## config.mk

```make
export PLATFORM = sky130hd
export DESIGN_NAME = alu_unit_flat
export DESIGN_NICKNAME = d
export VERILOG_FILES = /design/src/rtl/alu_pkg.sv /design/src/rtl/alu_if.sv /design/src/rtl/alu_datapath.sv /design/src/rtl/alu_unit.sv /design/src/flat_wrapper.sv
export SDC_FILE = /design/constraint.sdc
export NUM_CORES = 1
export LEC_CHECK = 0
export ABC_AREA = 1
export CAP_MARGIN = 20
export CORE_UTILIZATION = 40
export CTS_CLUSTER_DIAMETER = 100
export CTS_CLUSTER_SIZE = 10
export DETAILED_ROUTE_END_ITERATION = 12
export PLACE_DENSITY_LB_ADDON = 0.1
export SLEW_MARGIN = 10
export SYNTH_ARGS = -nofsm -noshare
export SYNTH_HDL_FRONTEND = slang
export SYNTH_HIERARCHICAL = 1
export SYNTH_SLANG_ARGS = --single-unit
export TNS_END_PERCENT = 50
```

## constraint.sdc

```tcl
create_clock -name clk -period 0.8 [get_ports clk]
set_input_delay 0.12 -clock clk [delete_from_list [all_inputs] [get_ports clk]]
set_output_delay 0.12 -clock clk [all_outputs]
set_load 0.03 [all_outputs]
```

## src/rtl/alu_pkg.sv

```systemverilog
// Shared opcode encoding, default widths and flag bit positions for alu_unit.
package alu_pkg;

  typedef enum logic [2:0] {
    OP_ADD = 3'b000,
    OP_SUB = 3'b001,
    OP_MUL = 3'b010,
    OP_AND = 3'b011,
    OP_OR  = 3'b100,
    OP_XOR = 3'b101,
    OP_SHL = 3'b110,
    OP_CMP = 3'b111
  } op_e;

  localparam int DW_DEF = 3;
  localparam int OW_DEF = 5;

  localparam int FLAG_W     = 2;
  localparam int FLAG_ZERO  = 0;
  localparam int FLAG_CARRY = 1;

endpackage

```

## src/rtl/alu_if.sv

```systemverilog
// Operand/opcode/result bundle for alu_unit; FLAGS exists only when ALU_FLAGS_EN is defined.
interface alu_if import alu_pkg::*; #(
  parameter int DW = DW_DEF,
  parameter int OW = OW_DEF
);

  logic [DW-1:0] A;
  logic [DW-1:0] B;
  logic [2:0]    OP;
  logic [OW-1:0] ALU_OUT;
`ifdef ALU_FLAGS_EN
  logic [FLAG_W-1:0] FLAGS;
`endif

  modport master (
    output A, B, OP,
`ifdef ALU_FLAGS_EN
    input  FLAGS,
`endif
    input  ALU_OUT
  );

  modport slave (
    input  A, B, OP,
`ifdef ALU_FLAGS_EN
    output FLAGS,
`endif
    output ALU_OUT
  );

endinterface

```

## src/rtl/alu_datapath.sv

```systemverilog
// Combinational f(OP, A, B); operands are zero-extended to OW and results wrap modulo 2^OW.
// Flag generation is compiled in only when ALU_FLAGS_EN is defined.
module alu_datapath import alu_pkg::*; #(
  parameter int DW = DW_DEF,
  parameter int OW = OW_DEF
) (
  input  logic [DW-1:0]     a,
  input  logic [DW-1:0]     b,
  input  logic [2:0]        op,
`ifdef ALU_FLAGS_EN
  output logic [FLAG_W-1:0] flags,
`endif
  output logic [OW-1:0]     res
);

  localparam logic [OW-1:0] OW_V = OW'(OW);

  logic [OW-1:0] a_ext;
  logic [OW-1:0] b_ext;

  assign a_ext = OW'(a);
  assign b_ext = OW'(b);

  always_comb begin
    res = '0;
    case (op_e'(op))
      OP_ADD: res = a_ext + b_ext;
      OP_SUB: res = a_ext - b_ext;
      OP_MUL: res = a_ext * b_ext;
      OP_AND: res = a_ext & b_ext;
      OP_OR:  res = a_ext | b_ext;
      OP_XOR: res = a_ext ^ b_ext;
      // Shift amounts of OW or more push every bit out of the result.
      OP_SHL: res = (b_ext >= OW_V) ? '0 : (a_ext << b_ext);
      OP_CMP: begin
        res[2] = (a > b);
        res[1] = (a == b);
        res[0] = (a < b);
      end
      default: res = '0;
    endcase
  end

`ifdef ALU_FLAGS_EN
  localparam int PW = 2 * OW;

  logic [OW:0]   sum_w;
  logic [PW-1:0] prod_w;

  // Full-precision copies of ADD/MUL so overflow beyond OW bits is visible.
  assign sum_w  = {1'b0, a_ext} + {1'b0, b_ext};
  assign prod_w = PW'(a_ext) * PW'(b_ext);

  always_comb begin
    flags = '0;
    flags[FLAG_ZERO] = (res == '0);
    case (op_e'(op))
      OP_ADD:  flags[FLAG_CARRY] = ((sum_w >> OW) != '0);
      OP_MUL:  flags[FLAG_CARRY] = ((prod_w >> OW) != '0);
      OP_SUB:  flags[FLAG_CARRY] = (b > a);
      default: flags[FLAG_CARRY] = 1'b0;
    endcase
  end
`endif

endmodule

```

## src/rtl/alu_unit.sv

```systemverilog
// Registered 8-operation ALU: result of the operands sampled at one edge appears after it.
// Optional FLAGS output is enabled with the ALU_FLAGS_EN macro.
module alu_unit import alu_pkg::*; #(
  parameter int DW = DW_DEF,
  parameter int OW = OW_DEF
) (
  input  logic clk,
  input  logic rst_n,
  alu_if.slave bus
);

  logic [OW-1:0] dp_res;
  logic [OW-1:0] alu_out_d;
  logic [OW-1:0] alu_out_q;
`ifdef ALU_FLAGS_EN
  logic [FLAG_W-1:0] dp_flags;
  logic [FLAG_W-1:0] flags_d;
  logic [FLAG_W-1:0] flags_q;
`endif

  alu_datapath #(
    .DW (DW),
    .OW (OW)
  ) u_datapath (
    .a     (bus.A),
    .b     (bus.B),
    .op    (bus.OP),
`ifdef ALU_FLAGS_EN
    .flags (dp_flags),
`endif
    .res   (dp_res)
  );

  always_comb begin
    alu_out_d = dp_res;
`ifdef ALU_FLAGS_EN
    flags_d   = dp_flags;
`endif
  end

  // Asynchronous clear discards whatever result was in flight.
  always_ff @(posedge clk or negedge rst_n) begin
    if (!rst_n) begin
      alu_out_q <= '0;
`ifdef ALU_FLAGS_EN
      flags_q   <= '0;
`endif
    end else begin
      alu_out_q <= alu_out_d;
`ifdef ALU_FLAGS_EN
      flags_q   <= flags_d;
`endif
    end
  end

  assign bus.ALU_OUT = alu_out_q;
`ifdef ALU_FLAGS_EN
  assign bus.FLAGS   = flags_q;
`endif

endmodule

```

## src/flat_wrapper.sv

```systemverilog
// flat-port wrapper written by rule: the top's interface ports become plain ports
module alu_unit_flat import alu_pkg::*;
#(
  parameter int DW = DW_DEF,
  parameter int OW = OW_DEF
)
  (clk, rst_n, bus_A, bus_B, bus_OP, bus_ALU_OUT);
  alu_if #(.DW(DW), .OW(OW)) bus_i ();
  input  logic clk;
  input  logic rst_n;
  input wire logic [$bits(bus_i.A)-1:0] bus_A;
  input wire logic [$bits(bus_i.B)-1:0] bus_B;
  input wire logic [$bits(bus_i.OP)-1:0] bus_OP;
  output wire logic [$bits(bus_i.ALU_OUT)-1:0] bus_ALU_OUT;
  assign bus_i.A = bus_A;
  assign bus_i.B = bus_B;
  assign bus_i.OP = bus_OP;
  assign bus_ALU_OUT = bus_i.ALU_OUT;
  alu_unit #(.DW(DW), .OW(OW)) u_core (.clk(clk), .rst_n(rst_n), .bus(bus_i));
endmodule
```

# After elaboration in Yosys (flattened, before gate mapping)
# Cells that the tools add are included.
# op_classes
bitwise_logic	3
mux	3
add_sub_neg	2
eq_ne	8
shift	1
n_reduce_logical	1
mul	1
magnitude_cmp	3
# ops
cell	n
$pmux 3 s8	1
$pmux 2 s7	1
$eq 3x3->1 const B	4
$eq 3x2->1 const B	2
$mul 3x3->5	1
$mux 5	1
$shl 3x3->5	1
$add 3x3->4	1
$sub 3x3->4	1
$and 3x3->3	1
$eq 3x1->1 const B	1
$eq 3x3->1	1
$ge 3x3->1 const B	1
$gt 3x3->1	1
$logic_not 3->1	1
$lt 3x3->1	1
$or 3x3->3	1
$xor 3x3->3	1
# word_totals
register_bits	5
elab_cells	23
in_bits	11

# Longest topological paths before layout
# Gate-level depths: netlist of run 1.
# logic_depth
ltp_word	3
mapped_depth	10

# By module
# Netlist of run 1, hierarchy kept.
# by_module_without_submodules
module	cells_each	instances	area_per_inst_um2
alu_datapath	128	1	814.5
alu_unit	5	1	125.1

# Worst setup path after synthesis of run 1
# OpenSTA, ideal clock, no wires.
# synth_path
path_kind	input -> register
startpoint	input bus_A[1]
endpoint	register u_core.alu_out_q[3] (netlist: u_core/bus.ALU_OUT[3])
path_slack_ns	-0.840
required_time_ns	0.665
path_stages	9
arrival_ns	1.506
setup_ns	0.135
cell_sequence	ha_1 xnor2_1 ha_1 ha_1 inv_1 fa_1 inv_1 nand2_1 nand4_1
# synth_via
elab_chain_len	3
word_cells_on_any_way	6
cone_classes	add/sub: 2; mul: 1; shift: 1; mux: 2
# synth_lines
element	line_no	rtl
start: declaration	flat_wrapper.sv:11	input wire logic [$bits(bus_i.A)-1:0] bus_A;
branches (longest 2 deep; another with $mul 3x3->5)	--	
$pmux 2 s7 *	alu_datapath.sv:26	case (op_e'(op))
via u_core.alu_out_d[3]	alu_unit.sv:13	logic [OW-1:0] alu_out_d;
end signal: assignment	alu_unit.sv:49	alu_out_q <= alu_out_d;
end: declaration	alu_unit.sv:14	logic [OW-1:0] alu_out_q;
# Mark *: on every way through the listed nets, which the timed path passes.

# Worst setup path after layout of run 1
# Same ends and word-level chain as after synthesis.

==> impl_metrics.tcl, run 1 <==
set metrics [dict create \
    cp_cell_sequence "buf_8 -> ha_4 -> xnor2_4 -> ha_4 -> ha_4 -> inv_2 -> fa_1 -> inv_1 -> nand2_1 -> nand4_1" \
    grt-ovfl-total 0 \
    ios 16 \
    criticalPathCategory "input pin to register" \
    cp_slowest_cell "fa_1" \
    setup_viol 10 \
    clock_sinks 5 \
    antenna_found_initial 0 \
    fp.dieW_um 50.5 \
    dr.pass1.iters 4 \
    cts_buffers 3 \
    critical_path_peak_fanout 2 \
    yosysSeqAreaShare_pct 13.3 \
    ir_drop_mv 0.945 \
    yosys_warnings 6 \
    critPathMostFrequentCell "ha_4" \
    ys_ff_latch 5 \
    fin_area_mm2 0.00160 \
    dieArea_mm2 0.00255 \
    fmaxAchievable_mhz 663 \
    post_dp_cell_area_mm2 0.00134 \
    arrival_ps 1610 \
    finalCriticalPeriod_ps 1510 \
    mostFrequentLayoutCells "buf_4, nand2_1, nand3_1" \
    grt_pass1_wl_um 4380 \
    max_stage_delay_ps 470 \
    critPathLaunch "bus_A[1]" \
    start_kind "input pin" \
    worst_slack_ps -709 \
    drive_gt1_share_pct 45.4 \
    cpLargestDelayFamily "adder cells" \
    core_mm2 0.00221 \
    ctsLongestPathBuffers 2 \
    detail_route.wirelength_um 2660 \
    timing.critical_path.to_type "register" \
    syn_avg_cell_area_um2 7.07 \
    grt_start_max_net_pins 10 \
    hold_class "input pin to asynchronous set/reset pin" \
    min_period_over_period_pct 189 \
    dpl.hpwl_um 2150 \
    clk_pin_slew_ps 40 \
    die_y_um 50.5 \
    slew_viol_final 0 \
    cts_root_buf "clkbuf_4" \
    area_growth_pct 70.3 \
    violations "negative setup slack" \
    wire_per_inst_um 12.5 \
    largest_register_ffs 5 \
    status "finished with violations" \
    initial_core_util_pct 42.5 \
    tns_ps -2960 \
    final_nets 216 \
    place.port_buffers 15 \
    syn_inst 133 \
    postLayoutCoreUtil_pct 72.3 \
    worst_pin_slew_ps 263 \
    maxCapViolCount 0 \
    syn_area_um2 940 \
    p_per_area_mw_per_mm2 900 \
    p_leak_nw 0.802 \
    rows 17 \
    cts_tree "built" \
    place_worst_setup_slack_ps -1470 \
    routabilityCongestion 0.935 \
    cp.required_ps 900 \
    grt_setup_unrepaired "true" \
    via_count 1057 \
    drt_iter0_markers 32 \
    synth_fp_nets 163 \
    htree_num_levels 1 \
    final_hold_viol_count 0 \
    worst_slew_margin_rel_pct 82.5 \
    antenna_left 0 \
    critPathBufInv 3 \
    drc 0 \
    power.total_mw 1.44 \
    vias_per_cell 4.96 \
    antenna_cells 0 \
    yosysUniqueCellTypes 20 \
    grt_usage_pct 22.9 \
    grt_pass1_vias 1019 \
    layout_commonest_cell "buf_4" \
]
## worst paths after layout
check                      cells after the start               endpoint  slack [ps]
max                                           10  u_core/bus.ALU_OUT[3]        -710
min                                            1  u_core/bus.ALU_OUT[3]         100
max in group asynchronous                      1  u_core/bus.ALU_OUT[4]         510
min in group clk                               5  u_core/bus.ALU_OUT[3]         400
## per-stage QoR
step,hold WS (ps),instances
floorplan,-176,133
global placement,349,206
detailed placement,354,206
CTS,100,213
global route,101,213
finish,103,213
## per-layer routing
metal  up-vias  routed length [um]  GRT usage [%]
li1        537                   -              -
met1       479                1130           27.2
met2        39                1360           42.7
met3         2                 157           2.12
met4         0                  23           7.41
met5         -                   0              0
## synthesized netlist by cell type (all sizes together)
master | count | share of area [%]
inv | 26 | 10
nand2 | 23 | 9.2
nand3 | 17 | 10
ha | 15 | 20
nor2 | 12 | 5.1
nand4 | 9 | 6.0
dfrtp | 5 | 13
nor3 | 5 | 3.7
a21oi | 4 | 2.1
fa | 4 | 8.5
buf | 3 | 3.6
xnor2 | 3 | 2.8
o211ai | 2 | 1.6
o21ai | 2 | 1.1
or2 | 2 | 1.3
a31o | 1 | 0.93
## report_power, final
part	switching (mW)	total (mW)	internal (mW)
clock network	0.0902	0.278	0.188
registers	0.0137	0.299	0.285
logic	0.436	0.863	0.427
## cell families (layout without fill, tap and decap cells)
group | Yosys count | in the layout | synth area share (%)
buffers and inverters | 29 | 81 | 14.0
AND/OR/NAND/NOR | 68 | 68 | 35.7
AO/OA/AOI/OAI | 9 | 9 | 5.73
adder cells (fa/ha/maj) | 19 | 19 | 28.5
flip-flops | 5 | 5 | 13.3
XOR/XNOR | 3 | 3 | 2.80
## final cells by class
| cell class | count | area [um2] |
|---|---|---|
| multi-input combinational | 99 | 828 |
| fill | 166 | 612 |
| timing repair buffer | 51 | 470 |
| sequential | 5 | 125 |
| inverter | 26 | 115 |
| tap | 28 | 35.0 |
| clock buffer | 4 | 26.3 |
## repair_timing
action,CTS,global route
setup endpoints to repair,10,10
buffers inserted,3,0
hold buffers,0,0
pin swaps,17,12
gates resized for setup,71,15
No activity file was read; power rests on OpenSTA's default activity.
==> run 2, diff against run 1 <==
==> constraint.sdc (replaced) <==
create_clock -name clk -period 1.4 [get_ports clk]
set_input_delay 0.35 -clock clk [delete_from_list [all_inputs] [get_ports clk]]
set_output_delay 0.35 -clock clk [all_outputs]
set_load 0.03 [all_outputs]
==> impl_metrics.tcl, run 2 (synthesis results as in run 1) <==
set metrics [dict create \
    timing.critical_path.to_type "register" \
    antenna_found_initial 0 \
    dpl.hpwl_um 2160 \
    grt_pass1_wl_um 4230 \
    final_hold_viol_count 0 \
    worst_pin_slew_ps 322 \
    ir_drop_mv 0.331 \
    antenna_cells 0 \
    ctsLongestPathBuffers 2 \
    grt_setup_unrepaired "true" \
    clk_pin_slew_ps 40 \
    drc 0 \
    wire_per_inst_um 13.0 \
    status "finished with violations" \
    hold_class "input pin to asynchronous set/reset pin" \
    detail_route.wirelength_um 2740 \
    max_stage_delay_ps 470 \
    critical_path_peak_fanout 2 \
    cts_buffers 3 \
    critPathBufInv 3 \
    grtUsageMet3_pct 3.33 \
    cts_tree "built" \
    dr.pass1.iters 4 \
    fp.dieW_um 50.5 \
    cts_root_buf "clkbuf_4" \
    mostFrequentLayoutCells "buf_4, nand2_1, inv_1, nand3_1, nor2_1" \
    dieArea_mm2 0.00255 \
    grt_pass1_vias 973 \
    grt_start_max_net_pins 10 \
    maxCapViolCount 0 \
    p_per_area_mw_per_mm2 517 \
    drt_iter0_markers 34 \
    vias_per_cell 5.00 \
    critPathLaunch "bus_B[1]" \
    finalCriticalPeriod_ps 1740 \
    clock_sinks 5 \
    htree_num_levels 1 \
    crit_end "u_core/bus.ALU_OUT[3]" \
    fmaxAchievable_mhz 574 \
    worst_slack_ps -341 \
    power.total_uw 789 \
    grt_usage_pct 21.6 \
    rows 17 \
    met1_usage_pct 27.9 \
    core_mm2 0.00221 \
    cp.required_ps 1510 \
    cpLargestDelayFamily "adder cells" \
    hold_slack_ps 332 \
    via_count 1054 \
    cp.depth 10 \
    min_period_over_period_pct 124 \
    critPathMostFrequentCell "ha_4" \
    setup_viol 4 \
    place.port_buffers 15 \
    routabilityCongestion 0.959 \
    antenna_left 0 \
    grt-ovfl-total 0 \
    place_worst_setup_slack_ps -1060 \
    layout_commonest_cell "buf_4" \
    criticalPathCategory "input pin to register" \
    initial_core_util_pct 42.5 \
    met2_usage_pct 36.9 \
    slew_viol_final 0 \
    cp_cell_sequence "buf_8 -> ha_4 -> xnor2_4 -> ha_4 -> ha_4 -> inv_2 -> fa_1 -> inv_1 -> nand2_1 -> nand4_1" \
    busiest_layer "met2" \
    largest_register_ffs 5 \
    violations "negative setup slack" \
    worst_slew_margin_rel_pct 78.4 \
    ios 16 \
    area_growth_pct 62.4 \
    final_nets 214 \
    start_kind "input pin" \
    arrival_ps 1850 \
    cp_slowest_cell "fa_1" \
    die_y_um 50.5 \
    drive_gt1_share_pct 40.4 \
    p_leak_nw 0.775 \
]
-- run 2: cell types whose count changed in the layout (fill, tap and decap cells not counted), sizes merged --
cell and change:
clkdlybuf4s50 +2, buf -7, clkdlybuf4s15 -1, clkinv -1, clkbuf +1, dlygate4sd2 +3, inv +1
-- run 2: how the worst min path moves through the flow --
stage | slack (ps) | startpoint | cells past startpoint | to
6_report | 330 | rst_n | 1 | u_core/bus.ALU_OUT[3]
5_1_grt | 340 | rst_n | 1 | u_core/bus.ALU_OUT[3]
4_1_cts | 330 | rst_n | 1 | u_core/bus.ALU_OUT[4]
3_5_place_dp | 580 | rst_n | 1 | u_core/bus.ALU_OUT[3]
3_3_place_gp | 580 | rst_n | 1 | u_core/bus.ALU_OUT[3]
2_1_floorplan | 50 | rst_n | 0 | u_core/bus.ALU_OUT[0]
-- run 2: metal layers --
metal  vias to the layer above  part of all wire, %
met4                         0                  1.8
li1                        532                    -
met2                        35                   50
met1                       481                   43
met3                         6                  4.9
met5                         -                    0
-- run 2: through the flow --
stage | instances | instance area [um2] | TNS, ps | utilization [%]
after floorplan | 133 | 955 | -1410 | -
after global placement | 205 | 1350 | -4540 | 60.9
after detailed placement | 205 | 1350 | -4660 | 60.9
after CTS | 211 | 1440 | -1260 | 64.9
after global routing | 211 | 1530 | -1210 | 69.0
final | 211 | 1530 | -932 | 69.0
-- run 2: where the power goes --
part	internal, mW	leakage, nW	switching, mW
Clock	0.107	0.0150	0.0527
Sequential	0.163	0.0638	0.00299
Combinational	0.216	0.696	0.247
Total	0.486	0.775	0.303
-- run 2: cell type report --
| cell class | instances | area, um2 |
|---|---|---|
| clock buffer | 4 | 26.3 |
| multi-input combinational | 99 | 828 |
| fill | 199 | 686 |
| inverter | 26 | 100 |
| timing repair buffer | 49 | 412 |
| sequential | 5 | 125 |
| tap | 28 | 35.0 |
-- run 2: timing repair --
action | in CTS | in global routing
pin swaps | 15 | 11
hold buffers | 0 | 0
setup buffers | 2 | 0
resized for setup | 47 | 21
endpoints found under the setup margin | 10 | 5
